## config.mk

```make
export PLATFORM = sky130hd
export DESIGN_NAME = roll_ctrl
export DESIGN_NICKNAME = d
export VERILOG_FILES = /design/src/rtl/roll_pkg.sv /design/src/rtl/roll_ctrl_tick_prescaler.sv /design/src/rtl/roll_ctrl.sv
export SDC_FILE = /design/constraint.sdc
export NUM_CORES = 1
export LEC_CHECK = 0
export BUFFER_PORTS_ARGS = -buffer_cell sky130_fd_sc_hd__buf_4
export CORE_MARGIN = 4
export CORE_UTILIZATION = 28
export CTS_CLUSTER_SIZE = 8
export DETAILED_ROUTE_END_ITERATION = 10
export PLACE_DENSITY_LB_ADDON = 0.12
export SLEW_MARGIN = 5
export SYNTH_ARGS = -nofsm -noshare
export SYNTH_HDL_FRONTEND = slang
export SYNTH_SLANG_ARGS = --single-unit
export TNS_END_PERCENT = 5
```

## constraint.sdc

```tcl
create_clock -name clk -period 4.9 [get_ports clk]
set_input_delay 0.245 -clock clk [delete_from_list [all_inputs] [get_ports clk]]
set_output_delay 0.245 -clock clk [all_outputs]
set_load 0.1 [all_outputs]
```

## src/rtl/roll_pkg.sv

```systemverilog
// roll_pkg: FSM state codes, preset messages and digit sizing for the rolling display
package roll_pkg;
    localparam int DIGITS = 8;
    localparam int CODE_W = 4;
    typedef logic [1:0] state_t;
    localparam state_t IDLE   = 2'd0;
    localparam state_t LOAD   = 2'd1;
    localparam state_t SCROLL = 2'd2;
    localparam state_t HOLD   = 2'd3;
    localparam logic [31:0] PRESET0 = 32'h00012334;
    localparam logic [31:0] PRESET1 = 32'h00000015;
    localparam logic [31:0] PRESET2 = 32'h00001616;
    localparam logic [31:0] PRESET3 = 32'h00012126;
    function automatic logic [31:0] preset(input logic [1:0] s);
        return s == 2'd0 ? PRESET0 : s == 2'd1 ? PRESET1 : s == 2'd2 ? PRESET2 : PRESET3;
    endfunction
endpackage

```

## src/rtl/roll_ctrl_tick_prescaler.sv

```systemverilog
// tick_prescaler: counts 0..DIV-1 while en, pulses tick on the last count and wraps
// ports: clk, nCLR (sync active-low), en (count enable), clr (sync clear), tick (one-cycle pulse)
module tick_prescaler #(
    parameter int DIV = 2
) (
    input  logic clk,
    input  logic nCLR,
    input  logic en,
    input  logic clr,
    output logic tick
);
    localparam int W = DIV > 1 ? $clog2(DIV) : 1;
    logic [W-1:0] cnt;
    // gated by en so a frozen counter parked at DIV-1 does not emit a stream of ticks
    assign tick = en && cnt == W'(DIV - 1);
    always_ff @(posedge clk)
        if (!nCLR || clr) cnt <= '0;
        else if (en) cnt <= tick ? '0 : cnt + 1'b1;
endmodule

```

## src/rtl/roll_ctrl.sv

```systemverilog
// roll_ctrl: loads a preset 8-digit message, rotates it one digit per step, holds after each revolution, scans digits
// ports: clk, nCLR (sync active-low reset), set (load request, rising edge), sel (preset select),
//        pause (freeze rotation), dir (0 left, 1 right), AN (active-low digit enable), code (scanned digit code),
//        busy (not IDLE), S (scan index)
// option: PAUSE_BLINK_EN blanks the display on alternate step periods while paused
module roll_ctrl
    import roll_pkg::*;
#(
    parameter int SCAN_DIV   = 104166,
    parameter int STEP_DIV   = 25000000,
    parameter int HOLD_STEPS = 8
) (
    input  logic       clk,
    input  logic       nCLR,
    input  logic       set,
    input  logic [1:0] sel,
    input  logic       pause,
    input  logic       dir,
    output logic [7:0] AN,
    output logic [3:0] code,
    output logic       busy,
    output logic [2:0] S
);
    localparam int HW = $clog2(HOLD_STEPS + 1);
    state_t state;
    logic [1:0] sel_l;
    logic [31:0] msg;
    logic [2:0] step_cnt;
    logic [HW-1:0] hold_cnt;
    logic set_q, set_rise, scan_tick, step_tick, moving, run, hold_last;
    assign set_rise = set & ~set_q;
    assign busy = state != IDLE;
    assign moving = state == SCROLL || state == HOLD;
    assign run = moving && !pause;
    assign hold_last = hold_cnt == HW'(HOLD_STEPS - 1);
    assign code = msg[CODE_W*S +: CODE_W];
    tick_prescaler #(.DIV(SCAN_DIV)) u_scan (
        .clk(clk), .nCLR(nCLR), .en(busy), .clr(1'b0), .tick(scan_tick)
    );
    // cleared during LOAD so the first rotation lands a full step period after the load
    tick_prescaler #(.DIV(STEP_DIV)) u_step (
        .clk(clk), .nCLR(nCLR), .en(run), .clr(state == LOAD), .tick(step_tick)
    );
`ifdef PAUSE_BLINK_EN
    logic blink, pause_q, pause_rise, blink_tick;
    assign pause_rise = pause & ~pause_q;
    tick_prescaler #(.DIV(STEP_DIV)) u_blink (
        .clk(clk), .nCLR(nCLR), .en(1'b1), .clr(pause_rise), .tick(blink_tick)
    );
    always_ff @(posedge clk)
        if (!nCLR) begin
            blink   <= 1'b0;
            pause_q <= 1'b0;
        end else begin
            pause_q <= pause;
            blink   <= pause_rise ? 1'b0 : blink ^ blink_tick;
        end
    assign AN = !busy || (moving && pause && blink) ? 8'hFF : ~(8'b1 << S);
`else
    assign AN = busy ? ~(8'b1 << S) : 8'hFF;
`endif
    // set_rise is tested first so a reload always beats a same-cycle step tick
    always_ff @(posedge clk)
        if (!nCLR) begin
            state    <= IDLE;
            sel_l    <= '0;
            msg      <= '0;
            S        <= '0;
            step_cnt <= '0;
            hold_cnt <= '0;
            set_q    <= 1'b0;
        end else begin
            set_q <= set;
            if (scan_tick) S <= S + 3'd1;
            if (set_rise) begin
                state <= LOAD;
                sel_l <= sel;
            end else if (state == LOAD) begin
                msg      <= preset(sel_l);
                step_cnt <= '0;
                hold_cnt <= '0;
                state    <= SCROLL;
            end else if (state == SCROLL && step_tick) begin
                msg      <= dir ? {msg[3:0], msg[31:4]} : {msg[27:0], msg[31:28]};
                step_cnt <= step_cnt + 3'd1;
                if (step_cnt == 3'd7) state <= HOLD;
            end else if (state == HOLD && step_tick) begin
                hold_cnt <= hold_last ? '0 : hold_cnt + 1'b1;
                if (hold_last) state <= SCROLL;
            end
        end
endmodule

```

* Word level (Yosys, flattened, before mapping) *
Index checks and enable logic that the tools add are counted.

storage, ports and cells
  flip-flop bits (word level) = 89
  input bits = 7
  output and inout bits = 16
  logic and storage cells = 77

cells by class
  $add $sub $neg = 5
  eq/ne operators = 12
  shift operators = 2
  multiplexer cells = 21
  bitwise operators = 5
  reductions and logical operators = 22

operators with widths
  operator                                         number
  2-to-1 mux 32 bit                                3
  2-to-1 mux 17 bit                                4
  indexed part select 32 x 6 -> 4 bit              1
  adder 25 x 1 -> 25 bit, second input constant    1
  == test 25 bit, second input constant            1
  2-to-1 mux 25 bit                                1
  adder 17 x 1 -> 17 bit, second input constant    1
  == test 17 bit, second input constant            1
  2-to-1 mux 4 bit                                 4
  2-to-1 mux 2 bit                                 5
  AND reduction 3 bit                              3
  2-to-1 mux 8 bit                                 1
  NOT 8 bit                                        1
  nonzero test 4 bit                               2
  << shifter 1 x 3 -> 8 bit, first input constant  1
  adder 3 x 1 -> 3 bit, second input constant      2
  == test 2 bit, second input constant             3
  2-to-1 mux 3 bit                                 2
  nonzero test 2 bit                               3
  nonzero test 3 bit                               2
  logical AND 1 bit                                5
  adder 4 x 1 -> 4 bit, second input constant      1
  == test 2 x 1 -> 1 bit, second input constant    2
  == test 4 x 3 -> 1 bit, second input constant    1
  12 further kinds                                 16

* Depth between registers and ports, before layout *
Gate-level depths: netlist of run 1.

  depth in word-level cells = 9
  gate-level depth with buffers = 9
  mapped depth without buffers = 7

* Modules after synthesis *
From an unflattened synthesis of run 1, not the netlist that was laid out.

unflattened totals
  cell total of the unflattened synthesis = 561
  area, all modules = 4974.8 µm²

modules (own cells, without submodules)
  module                   times used  cells an instance  area an instance (µm²)  sequential area each (µm²)
  roll_ctrl                1           308                2786.4                  940.9
  tick_prescaler (u_step)  1           152                1306.3                  500.5
  tick_prescaler (u_scan)  1           101                882.1                   340.3

* Least setup slack after synthesis of run 1 *
OpenSTA, ideal clock, no wires.

  kind = flip-flop to output port
  from = register S[0]
  to = output code[0]
  data arrival time = 2.587 ns
  data required time = 4.655 ns
  slack = 2.068 ns
  cell stages (with the launch flop) = 5
  buffers on the path = 1
  cell sequence = dfxtp_1 clkbuf_1 mux4_2 nand2_1 nand2_1

on the way
  word-level cells in the longest chain between the ends = 1

ends and longest elaborated chain
  what                                 line             source
  start, declared                      roll_ctrl.sv:22  output logic [2:0] S
  start signal, assigned               roll_ctrl.sv:74  if (scan_tick) S <= S + 3'd1;
  indexed part select 32 x 6 -> 4 bit  roll_ctrl.sv:36  assign code = msg[CODE_W*S +: CODE_W];
  end, declared                        roll_ctrl.sv:20  output logic [3:0] code,

No other way between the ends.

* Worst setup path in the final report of run 1 *
  from = register u_step.cnt[0]
  to = register u_step.cnt[5]

on the way
  word-level cells in the longest chain between the ends = 3
  elaborated cells on any way between the ends = 4
  those cells by class = add/sub (1); eq/ne (1); mux (1); reduce/logical (1)

ends and longest elaborated chain
  what                                                                            line                            source
  start, declared                                                                 roll_ctrl_tick_prescaler.sv:13  logic [W-1:0] cnt;
  start signal, assigned                                                          roll_ctrl_tick_prescaler.sv:18  else if (en) cnt <= tick ? '0 : cnt + 1'b1;
  parallel branches: the longest is 2 deep, another holds adder 25 x 1 -> 25 bit  n/a
  2-to-1 mux 25 bit (*)                                                           roll_ctrl_tick_prescaler.sv:18

Every way passes the cells marked *.
A chain may end at the register's enable or synchronous reset.

==> impl_metrics.csv, run 1 <==
group,metric,value,unit
place,dp_slack,2.13,ns
synthesis,synth_edf_count,0,
finish,area_delta_synth_final,13.3,%
synthesis,synth_area,0.00485,sq mm
place,portBuffers,22,
finish,final_util,0.328,
worst_hold_path,hp-start,"set",
sta,skew,0.0104,ns
cts,ctsHoldBuffers,0,
detailed_routing,drt-initial-drc-count,145,
floorplanning,core_area,0.0168,sq mm
grt,grt_pass1_vias,3805,
floorplanning,fp-row-count,47,
cts,cts_setup_buffers,0,
finish,fill_cells,1775,
setup_path,r2r_start,"u_step.cnt[0]",
power_and_ir_drop,powerDensity,288,mW/mm^2
floorplanning,start_util,0.289,
sta,fmax,363,MHz
floorplanning,dieHeight,140,um
detailed_routing,dr_total_vias,3831,
detailed_routing,ant_nets,0,
cts,clk_pin_slew,0.07,ns
setup_path,cp_max_fo,23,
sta,worst_slew_pin_slew,1.03,ns
cts,cts.sinks,89,
sta,max_slew_margin,0.308,
detailed_routing,avgViaCountPerCell,4.88,
detailed_routing,drt_pass1_iterations,6,
outcome,status,"finished, final reports clean",
detailed_routing,drt-total-wl,11500,um
grt,grt_first_pass_wirelength,19800,um
finish,drive_gt1_frac,0.140,
sta,fin_crit,2.75,ns
place,hpwl,7950,um
synthesis,postSynthRegisterBits,89,
finish,nets,584,
synthesis,netlist_instances,554,
cts,numCtsBuffers,9,
synthesis,syn-num-nets,578,
cts,clockBufferDepth,2,
place,dpl.cell_count,769,
cts,cts_resized,0,
synthesis,synthTopCellsByArea,"dfxtp_1 37%, mux2i_1 6.6%, nor2_1 6.6%",
synthesis,yosysWarnings,0,
synthesis,yosys.area.top_type,"dfxtp_1",
setup_path,critical_path.top_delay_family,"simple AND/OR/NAND/NOR gates",
setup_path,start_kind,"flop",
grt,grt_antenna_before_repair,0,
setup_path,cpPeakStageDelay,0.70,ns
setup_path,cp_data_arrival_time,2.95,ns
floorplanning,chipWidth,140,um
sta,tns,0,ns
cts,clk_latency,0.35,ns
setup_path,crit_type,"reg2reg",
grt,grt-ovfl-total,0,
synthesis,yosysSeqAreaShare,0.368,
setup_path,required,5.10,ns
run,cap_violations,0,
finish,layoutNonFillerInstCount,785,
sta,finalSetupViolCount,0,
sta,hold_viol,0,
synthesis,synthArstFlopShare,0,
setup_path,critical_path.slowest_cell,"nand3_1",
sta,holdWs,0.137,ns
finish,stdcell_area,0.00549,sq mm
synthesis,synth_flop_cell,"dfxtp_1",
setup_path,startpoint,"u_step.cnt[0]",
setup_path,path_buf_inv,0,
power_and_ir_drop,p_leak,1.92,nW
power_and_ir_drop,report.power.total,1.58,mW
setup_path,crit_path_end_kind,"flop",
grt,grt.total_usage,0.122,
floorplanning,ios,23,
setup_path,path_cells,"ha_1 -> nand3b_1 -> or2_1 -> or4_1 -> nand3_1 -> nor2_1",
sta,grt_setup_unrepaired,"false",
cts,htree_levels,3,
finish,n_antenna_cell,0,
detailed_routing,wl_per_cell,14.7,um
synthesis,avgSynthCellArea,8.75,sq um
worst_hold_path,min_path_type,"in2reg",
sta,fin_ws,2.15,ns
synthesis,synth_cell_types,59,
cts,root_buffer,"clkbuf_16",
detailed_routing,drc,0,
sta,final.period_utilization,0.561,
synthesis,synth_top_area_share,0.368,
place,gp_congestion,0.718,
sta,final-max-slew-violation-count,0,
floorplanning,dieArea,0.0195,sq mm
cts,cts_tree,"built",
power_and_ir_drop,peakVddDrop,0.167,mV
grt,grt_max_degree,39,
place,placed_area,0.00519,sq mm
where the power goes:
| group | switching, mW | total (mW) | internal, mW |
|---|---|---|---|
| sequential | 0.0164 | 0.750 | 0.733 |
| combinational | 0.0764 | 0.113 | 0.0363 |
| clock | 0.314 | 0.718 | 0.404 |
state kept, by name (all words and copies together), names as in the netlist:
name / cells
S: 3
u_step.cnt: 25
msg: 32
set_q: 1
hold_cnt: 4
sel_l: 2
u_scan.cnt: 17
state: 2
step_cnt: 3
cells by family after synthesis:
family	synth area share
multiplexers	0.152
buffers and inverters	0.0346
AO/OA/AOI/OAI	0.0813
XOR/XNOR	0.0705
flip-flops	0.368
adder cells (fa/ha/maj)	0.0439
AND/OR/NAND/NOR	0.250
area by class of cell:
cell class	count	area (sq um)	share of cell area
tap	220	275	0.0501
timing repair buffer	25	188	0.0342
sequential	89	1780	0.324
clock inverter	6	75.1	0.0137
clock buffer	10	229	0.0417
inverter	11	41.3	0.00752
multi-input combinational	424	2900	0.528
placed cells by master, fill, tap and decap left out, types with 3 or more instances in the layout:
master     Yosys  final
dfxtp_1       89     89
nor2_1        85     85
nand2_1       63     63
mux2i_1       32     32
xnor2_1       25     25
buf_4          2     25
a21oi_1       22     22
nand3_1       20     20
mux2_2        19     19
ha_1          17     17
xor2_1        14     14
nand4_1       11     11
nor2b_1        9      9
o21ai_0        9      9
clkbuf_16      0      9
inv_1          8      8
mux4_2         8      8
nor4_1         9      8
a211oi_1       7      7
nor3_1         7      7
o311a_1        6      6
a31oi_1        5      5
or4_1          4      4
or3_1          4      4
and3_1         4      4
inv_2          3      3
nand2b_1       3      3
nor4b_1        3      3
worst paths after layout:
path,to,slack (ns),depth (start not counted)
hold reg to reg,step_cnt[0],0.49,2
setup / recovery,u_step.cnt[5],2.15,6
hold / removal,set_q,0.14,2
setup reg to reg,u_step.cnt[5],2.15,6
cells in the mapped netlist, types with 3 or more instances:
cell,instances
a211oi_1,7
a21oi_1,22
a31oi_1,5
and3_1,4
buf_1,4
buf_2,5
clkbuf_1,19
dfxtp_1,89
ha_1,17
inv_1,8
inv_2,3
mux2_2,19
mux2i_1,32
mux4_2,8
nand2_1,63
nand2b_1,3
nand3_1,20
nand4_1,11
nor2_1,85
nor2b_1,9
nor3_1,7
nor4_1,9
nor4b_1,3
o21ai_0,9
o311a_1,6
or3_1,4
or4_1,4
xnor2_1,25
xor2_1,14
per-layer routing:
| metal | vias up | track usage | routed length (um) | share of wire |
|---|---|---|---|---|
| met5 | - | 0 | 0 | 0 |
| met4 | 0 | 0.0260 | 100 | 0.0087 |
| met3 | 7 | 0.0312 | 240 | 0.021 |
| met2 | 28 | 0.196 | 5330 | 0.46 |
| met1 | 1835 | 0.167 | 5840 | 0.51 |
| li1 | 1961 | - | - | - |
No activity file was read; power rests on OpenSTA's default activity.
==> inputs of run 2 (changes only) <==
- clock period: 4.9 -> 2.8 ns (I/O delays scaled with it)
==> impl_metrics.csv, run 2 (synthesis results as in run 1) <==
group,metric,value,unit
setup_path,r2r_start,"u_step.cnt[0]",
cts,numCtsBuffers,9,
place,portBuffers,22,
sta,skew,0.00876,ns
sta,tns,0,ns
cts,clockBufferDepth,2,
floorplanning,dieArea,0.0195,sq mm
detailed_routing,wl_per_cell,14.8,um
cts,clk_pin_slew,0.07,ns
finish,regMostFlops,"msg",
place,dpl.cell_count,782,
setup_path,r2r_cells,6,
outcome,status,"finished, final reports clean",
finish,n_antenna_cell,0,
setup_path,rr_endpoint,"hold_cnt[3]",
floorplanning,chipWidth,140,um
cts,cts_resized,0,
detailed_routing,dr_total_vias,3894,
detailed_routing,drt-total-wl,11900,um
cts,clk_latency,0.35,ns
grt,grt_pass1_vias,3965,
sta,fin_crit,2.42,ns
setup_path,crit_type,"reg2reg",
detailed_routing,drt-initial-drc-count,137,
finish,drive_gt1_frac,0.159,
grt,grt_first_pass_wirelength,20300,um
grt,grt.total_usage,0.127,
setup_path,critPathCapture,"hold_cnt[3]",
cts,cts_tree,"built",
power_and_ir_drop,report.power.total,2.68,mW
floorplanning,fp-row-count,47,
place,hpwl,8280,um
finish,final_util,0.333,
finish,largest_register_ffs,32,
setup_path,start_kind,"flop",
cts,ctsHoldBuffers,0,
finish,top_regs,"msg (32), u_step.cnt (25), u_scan.cnt (17)",
setup_path,startpoint,"u_step.cnt[0]",
grt,grt-ovfl-total,0,
floorplanning,core_area,0.0168,sq mm
detailed_routing,drt_pass1_iterations,4,
setup_path,r2r_setup_slack,0.38,ns
setup_path,cp_data_arrival_time,2.70,ns
cts,cts.sinks,89,
place,gp_congestion,0.776,
place,dp_slack,0.375,ns
finish,final_cell_mix,"89 x dfxtp_1, 85 x nor2_1, 63 x nand2_1",
floorplanning,ios,23,
sta,final.period_utilization,0.865,
cts,cts_setup_buffers,0,
power_and_ir_drop,powerDensity,481,mW/mm^2
floorplanning,dieHeight,140,um
sta,max_slew_margin,0.663,
cts,htree_levels,3,
sta,final-max-slew-violation-count,0,
grt,grt_antenna_before_repair,0,
worst_hold_path,min_path_type,"in2reg",
sta,hold_viol,0,
setup_path,cp_max_fo,6,
finish,area_delta_synth_final,15.1,%
power_and_ir_drop,p_leak,1.98,nW
detailed_routing,ant_nets,0,
detailed_routing,avgViaCountPerCell,4.88,
sta,worst_slew_pin_slew,0.505,ns
finish,nets,597,
sta,fin_ws,0.377,ns
finish,layout_commonest_cell,"dfxtp_1",
detailed_routing,drc,0,
power_and_ir_drop,peakVddDrop,0.308,mV
finish,layoutNonFillerInstCount,798,
cts,root_buffer,"clkbuf_16",
sta,fmax,413,MHz
grt,grt_max_degree,39,
sta,finalSetupViolCount,0,
floorplanning,start_util,0.289,
run,cap_violations,0,
setup_path,crit_path_end_kind,"flop",
sta,grt_setup_unrepaired,"false",
setup_path,required,3.07,ns
[run 2: changes by cell type in the layout (fill, tap and decap cells not counted), sizes merged]
cell and change:
buf +13, clkinvlp -1, clkinv +2, bufinv -1
[run 2: worst min path at each step]
stage	cells after the start	end	from	slack, ns
final	2	set_q	set	0.02
after global routing	2	set_q	set	0.03
after detailed placement	2	set_q	set	0.39
after floorplan	1	set_q	set	0.26
after CTS	2	set_q	set	0.02
after global placement	2	set_q	set	0.39
[run 2: area by class of cell]
type	count	area, sq um
inverter	11	41.3
clock inverter	6	48.8
multi-input combinational	424	2900
sequential	89	1780
fill	1780	11200
timing repair buffer	38	298
tap	220	275
clock buffer	10	229
[run 2: through the flow]
stage	cell area (sq um)	hold slack (ns)
4_1_cts	5580	0.0161
2_1_floorplan	4850	0.262
5_1_grt	5580	0.0304
3_5_place_dp	5300	0.390
6_report	5580	0.0246
3_3_place_gp	5300	0.386
[run 2: report_power, final]
part | total [mW] | internal [mW] | switching, mW
Clock | 1.16 | 0.614 | 0.550
Combinational | 0.213 | 0.0722 | 0.141
Sequential | 1.31 | 1.28 | 0.0234
Total | 2.68 | 1.97 | 0.714
[run 2: worst max-delay path: stages (launching register included)]
cell and delay, ns:
dfxtp_1 0.39, ha_1 0.18, nand3b_1 0.18, or4_1 0.67, nor3_2 0.40, mux2_2 0.38, a21oi_1 0.14
[run 2: layer usage]
layer	part of all wire	GRT usage
met3	0.028	0.0274
met1	0.48	0.164
met4	0.016	0.0352
met5	0	0
met2	0.47	0.216
